==> src/rtl/vsync_irq_gen.sv <==
// Frame-interrupt source: synchronises and deglitches vertical sync, then raises a pending
// frame interrupt on each qualified rising edge. Optional overrun counter: VSYNC_IRQ_OVERRUN_EN.
module vsync_irq_gen #(
    parameter int FILTER_LEN = 4,
    parameter int CNT_W      = 16
) (
    input  logic             clk,
    input  logic             vsync_irq_reset,
    input  logic             vs_in,
    input  logic             irq_ack,
    output logic             irq,
    output logic             vs_edge,
    output logic             vs_level,
    output logic [CNT_W-1:0] frame_cnt,
    output logic [7:0]       overrun_cnt
);

    typedef enum logic {
        LOW  = 1'b0,
        HIGH = 1'b1
    } filt_state_t;

    localparam logic [8:0] FILT_TGT = 9'(FILTER_LEN);

    logic        s1;
    logic        s2;
    filt_state_t state;
    filt_state_t state_nxt;
    logic [7:0]  qcnt;
    logic [7:0]  qcnt_nxt;
    logic [8:0]  qcnt_inc;
    logic        qual;
    logic        rise;

    // NOTE: sequential state always uses non-blocking (<=) so every flop samples pre-edge values.
    always_ff @(posedge clk or posedge vsync_irq_reset) begin
        if (vsync_irq_reset) begin
            s1 <= 1'b0;
            s2 <= 1'b0;
        end else begin
            s1 <= vs_in;
            s2 <= s1;
        end
    end

    always_ff @(posedge clk or posedge vsync_irq_reset) begin
        if (vsync_irq_reset) begin
            state <= LOW;
            qcnt  <= 8'd0;
        end else begin
            state <= state_nxt;
            qcnt  <= qcnt_nxt;
        end
    end

    // Qualifying level is the one opposite to the currently accepted level.
    assign qual     = (state == LOW) ? s2 : ~s2;
    assign qcnt_inc = {1'b0, qcnt} + 9'd1;

    // NOTE: every always_comb output gets a default first, so no path can infer a latch.
    always_comb begin
        state_nxt = state;
        qcnt_nxt  = 8'd0;
        rise      = 1'b0;
        if (qual) begin
            if (qcnt_inc == FILT_TGT) begin
                state_nxt = (state == LOW) ? HIGH : LOW;
                rise      = (state == LOW);
            end else begin
                qcnt_nxt = qcnt_inc[7:0];
            end
        end
    end

    assign vs_level = (state == HIGH);

    always_ff @(posedge clk or posedge vsync_irq_reset) begin
        if (vsync_irq_reset) begin
            vs_edge   <= 1'b0;
            irq       <= 1'b0;
            frame_cnt <= '0;
        end else begin
            vs_edge <= rise;
            if (rise) begin
                // A new frame wins over a simultaneous acknowledge.
                irq       <= 1'b1;
                frame_cnt <= frame_cnt + 1'b1;
            end else if (irq_ack) begin
                irq <= 1'b0;
            end
        end
    end

`ifdef VSYNC_IRQ_OVERRUN_EN
    logic [7:0] ovr_q;

    always_ff @(posedge clk or posedge vsync_irq_reset) begin
        if (vsync_irq_reset) begin
            ovr_q <= 8'd0;
        end else if (rise && irq && !irq_ack && (ovr_q != 8'hFF)) begin
            ovr_q <= ovr_q + 8'd1;
        end
    end

    assign overrun_cnt = ovr_q;
`else
    assign overrun_cnt = 8'h00;
`endif

endmodule
==> config.mk <==
export PLATFORM = sky130hd
export DESIGN_NAME = vsync_irq_gen
export DESIGN_NICKNAME = d
export VERILOG_FILES = /design/src/rtl/vsync_irq_gen.sv
export SDC_FILE = /design/constraint.sdc
export NUM_CORES = 1
export LEC_CHECK = 0
export ABC_AREA = 1
export BUFFER_PORTS_ARGS = -buffer_cell sky130_fd_sc_hd__buf_4
export CAP_MARGIN = 20
export CORE_UTILIZATION = 35
export DETAILED_ROUTE_END_ITERATION = 10
export SYNTH_ARGS = -nofsm -noshare
export SYNTH_HDL_FRONTEND = slang
export SYNTH_SLANG_ARGS = --single-unit
export TNS_END_PERCENT = 1
==> constraint.sdc <==
create_clock -name clk -period 2.1 [get_ports clk]
set_input_delay 0.315 -clock clk [delete_from_list [all_inputs] [get_ports clk]]
set_output_delay 0.315 -clock clk [all_outputs]
set_load 0.01 [all_outputs]
; ---- Yosys cells after proc, flatten, opt, wreduce, memory -nomap -nowiden
; Cells that the tools add are included.
[word_totals]
word_cells = 22
out_inout_bits = 27
input_bits = 4
reg_bits = 29
[classes]
eq_ne = 1
n_mux = 8
reduce_logical = 2
n_bitwise = 2
n_addsub = 2
[ops]
columns = cell, n
row1 = adder 16 x 1 -> 16 bit (second input constant), 1
row2 = 2-to-1 mux 8 bit, 2
row3 = adder 8 x 1 -> 9 bit (second input constant), 1
row4 = equality test 9 x 3 -> 1 bit (second input constant), 1
row5 = 2-to-1 mux 1 bit, 6
row6 = NOT 1 bit, 2
row7 = AND reduction 2 bit, 1
row8 = nonzero test 2 bit, 1

; ---- Longest topological paths before layout
[depth]
depth_word = 5
mapped_depth = 12
mapped_depth_nobuf = 11

; ---- Worst setup path before layout
; Ideal clock, no wire load.
[synth_timing]
path_type = flip-flop to flip-flop
startpoint = register qcnt[0]
endpoint = register frame_cnt[0]
path_slack_ns = 0.479
synth_period_minus_slack_ns = 1.621
path_buffers = 1
stages_incl_launch_ff = 13
required_ns = 1.983
t_arrival_ns = 1.504
setup_time_ns = 0.117
path_cell_list = dfrtp_1 > ha_1 > nand2_1 > inv_1 > nand3_1 > nand2_1 > inv_1 > nand2_1 > nor2_4 > nand3_4 > buf_6 > nand2_1 > nand2_1
[synth_between]
elab_chain_len = 4
[synth_rtl]
columns = element, line
row1 = start: declaration, 29  ; logic [7:0] qcnt;
row2 = start signal: assignment, 52  ; qcnt <= qcnt_nxt;
row3 = adder 8 x 1 -> 9 bit, 58  ; assign qcnt_inc = {1'b0, qcnt} + 9'd1;
row4 = equality test 9 x 3 -> 1 bit, 66  ; if (qcnt_inc == FILT_TGT) begin
row5 = 2-to-1 mux 1 bit, 66
row6 = 2-to-1 mux 1 bit, 65  ; if (qual) begin
row7 = end signal: assignment, 87  ; frame_cnt <= frame_cnt + 1'b1;
row8 = end: declaration, 14  ; output logic [CNT_W-1:0] frame_cnt,
; No other way between the ends.
; A chain may end at the register's enable or synchronous reset.

; ---- Worst setup path in the final report
[layout_timing]
startpoint = register qcnt[0]
endpoint = register frame_cnt[3]
; Same word-level chain as after synthesis.

==> run metrics <==
outcome=finished, final reports clean; initial antenna violation count=0; area of the mapped netlist=1740 sq um; Buffers on Ports=22; fraction of layout cells with a size suffix above 1=17.4%; Crit. End Element=flip-flop; clock sink count=29; Die Area=5250 sq um; cell at the root of the clock tree=clkbuf_8; Leak=0.00104 uW; Sw Share=27.9%; nets=264; Setup WS post-layout=0.441 ns; routed via count=1528; Worst R2R Start=qcnt[0]; Sum Neg Setup Slack=0 ns; Routed Antenna Nets=0; starting DRC count in detailed routing=107; clk slew on worst S/H paths=0.07 ns; Reg2Reg Setup Slack=0.44 ns; CTS tree=built; total chip power=1480 uW; internal power=1070 uW; Post-Layout Cell Count=325; combinational power share=14.7%; synth warn=0; Clock Power Share=41.1%; htree depth=2; worst r2r path cells=9; first-pass GRT wire length=6.18 mm; Final HPWL DP=2.46 mm; via-per-instance ratio=4.70; commonest non-fill, non-tap cells in the layout=nand2_1, dfrtp_1, buf_4; fin util=43.6%; commonest non-fill, non-tap cell in the layout=nand2_1; R2R Path End=frame_cnt[3]; Peak VDD IR=0.000338 V; crit-path max FO=16; largest net degree at the start of global routing=30; # placed instances=317; vias in the first global route=1370; Largest stage delay, worst path=0.41 ns; Post-CTS Setup Bufs=0; Clock Skew=0.00807 ns; endpoints failing hold=0; CP dominant cell by count=nand2_1; RSZ-0062 raised after global routing=false; GP Congestion=0.870; Seq cells post-synth=29; maxcap violations=0; crit path DAT=1.88 ns; CP Launch Type=flip-flop; I/O pin count=31; Initial Util=36.6%; Routed WL per cell=10.7 um; total iterations of the first detailed-routing run=5; All-Layer GR Usage=15.5%; clk_lat worst skew=0.29 ns; sequential power share=44.2%; Cells after Synth=229; die span in y=72.5 um; Net Sw Power=413 uW; CP required=2.32 ns; worst setup path category=reg -> reg; Mapped Avg Cell Area=7.59 sq um; CP Cell Sequence=ha_1 > nand2_1 > inv_1 > nor2_1 > nand2_1 > nor2_4 > buf_4 > nand4_1 > nand2_1; number of distinct library cells after synthesis=23; Slew Viols, Final=0; Total Routed Length=3.47 mm; worst min path class=in -> async; drc violations=0; FMAX=603 MHz; power density over cell area=714 nW/um^2; Tmin final=1.66 ns; # hold bufs at CTS=0; core area=4750 sq um; Area Growth Syn to Fin=19.3%; row count=25; final setup vio count=0; number of buffers created by CTS=5; antenna cells=0; final period utilization=79.0%; Critical-path top delay cell=dfrtp_1; Die X=72.5 um; remaining global-route overflow=0; Clock Path Buffers=2; pre-CTS WS=0.450 ns; Seq/Total Area, Yosys=41.8%; Post-CTS Resized=0
==> cells in the mapped netlist <==
cell      number  area share, %
a21oi_1        1           0.29
xor2_1         3            1.5
clkbuf_1       1           0.22
nor2_4         2            1.3
o21bai_1       2           0.86
o21ai_2        1           0.50
buf_6          1           0.65
nand2_2        3            1.1
nor2_1        24            5.2
nand2_1       80             17
conb_1         1           0.22
xnor2_1        5            2.5
inv_1         23            5.0
dfrtp_1       29             42
nor2_8         1            1.2
buf_4         10            4.3
nand2_4        1           0.65
o21ai_0        4            1.2
nand3_1        9            2.6
ha_1           3            2.2
nor2_2         2           0.72
nand4_1       22            7.9
nand3_4        1            1.0
==> area by class of cell <==
| type | instances | area, sq um |
|---|---|---|
| repair buffers | 26 | 195 |
| multi-input cells | 172 | 862 |
| well taps | 67 | 83.8 |
| flip-flops and latches | 29 | 726 |
| clock buffers | 6 | 82.6 |
| clock inverters | 2 | 37.5 |
| fillers | 521 | 2680 |
| inverters | 23 | 86.3 |
==> power groups by stage <==
stage          registers, uW  logic [uW]  clock network (uW)
4_1_cts                  656         221                 627
3_5_place_dp             667         220                   0
2_1_floorplan            664         152                   0
3_3_place_gp             666         221                   0
5_1_grt                  661         249                 659
6_report                 654         217                 608
==> logic make-up after synthesis <==
| family | Yosys count | share of synthesized area [%] |
|---|---|---|
| xor gates and xnor gates | 8 | 4.03 |
| AOI/OAI and AO/OA | 8 | 2.81 |
| buffers and inverters | 35 | 10.2 |
| DFF | 29 | 41.8 |
| other | 1 | 0.216 |
| adders and majority gates | 3 | 2.16 |
| and+or+nand+nor | 145 | 38.9 |
==> worst max-delay path, delay by kind of cell, from the launching register on <==
family | cells | cell delay (ns)
adders and majority gates | 1 | 0.24
DFF | 1 | 0.41
buffers and inverters | 2 | 0.30
and+or+nand+nor | 6 | 0.65
==> layer usage <==
| metal | global-route usage [%] | vias up | share of wire [%] |
|---|---|---|---|
| met5 | 0 | - | 0 |
| met2 | 23.1 | 41 | 43 |
| met4 | 6.54 | 0 | 1.8 |
| met3 | 4.31 | 6 | 5.5 |
| li1 | - | 771 | - |
| met1 | 21.1 | 710 | 50 |
==> stage by stage <==
step	hold WS, ns	instance area (sq um)
final	0.0951	2070
after global routing	0.113	2070
after CTS	0.105	2070
after detailed placement	0.336	1950
after global placement	0.333	1950
after floorplan	0.331	1760
==> registers in the layout, summed over array words and instances, names as in the netlist <==
name	flops
s1	1
irq	1
vs_level	1
qcnt	8
s2	1
vs_edge	1
frame_cnt	16
==> worst max-delay path by stage <==
stage / to / cells after the start / startpoint / slack (ns)
floorplan: frame_cnt[0] / 12 / qcnt[0] / 0.48
global placement: frame_cnt[10] / 8 / frame_cnt[0] / 0.46
detailed placement: frame_cnt[0] / 11 / qcnt[0] / 0.45
CTS: frame_cnt[0] / 11 / qcnt[0] / 0.42
global route: frame_cnt[11] / 9 / qcnt[0] / 0.23
finish: frame_cnt[3] / 9 / qcnt[0] / 0.44
Note: power is estimated with default switching activity, not from simulation.
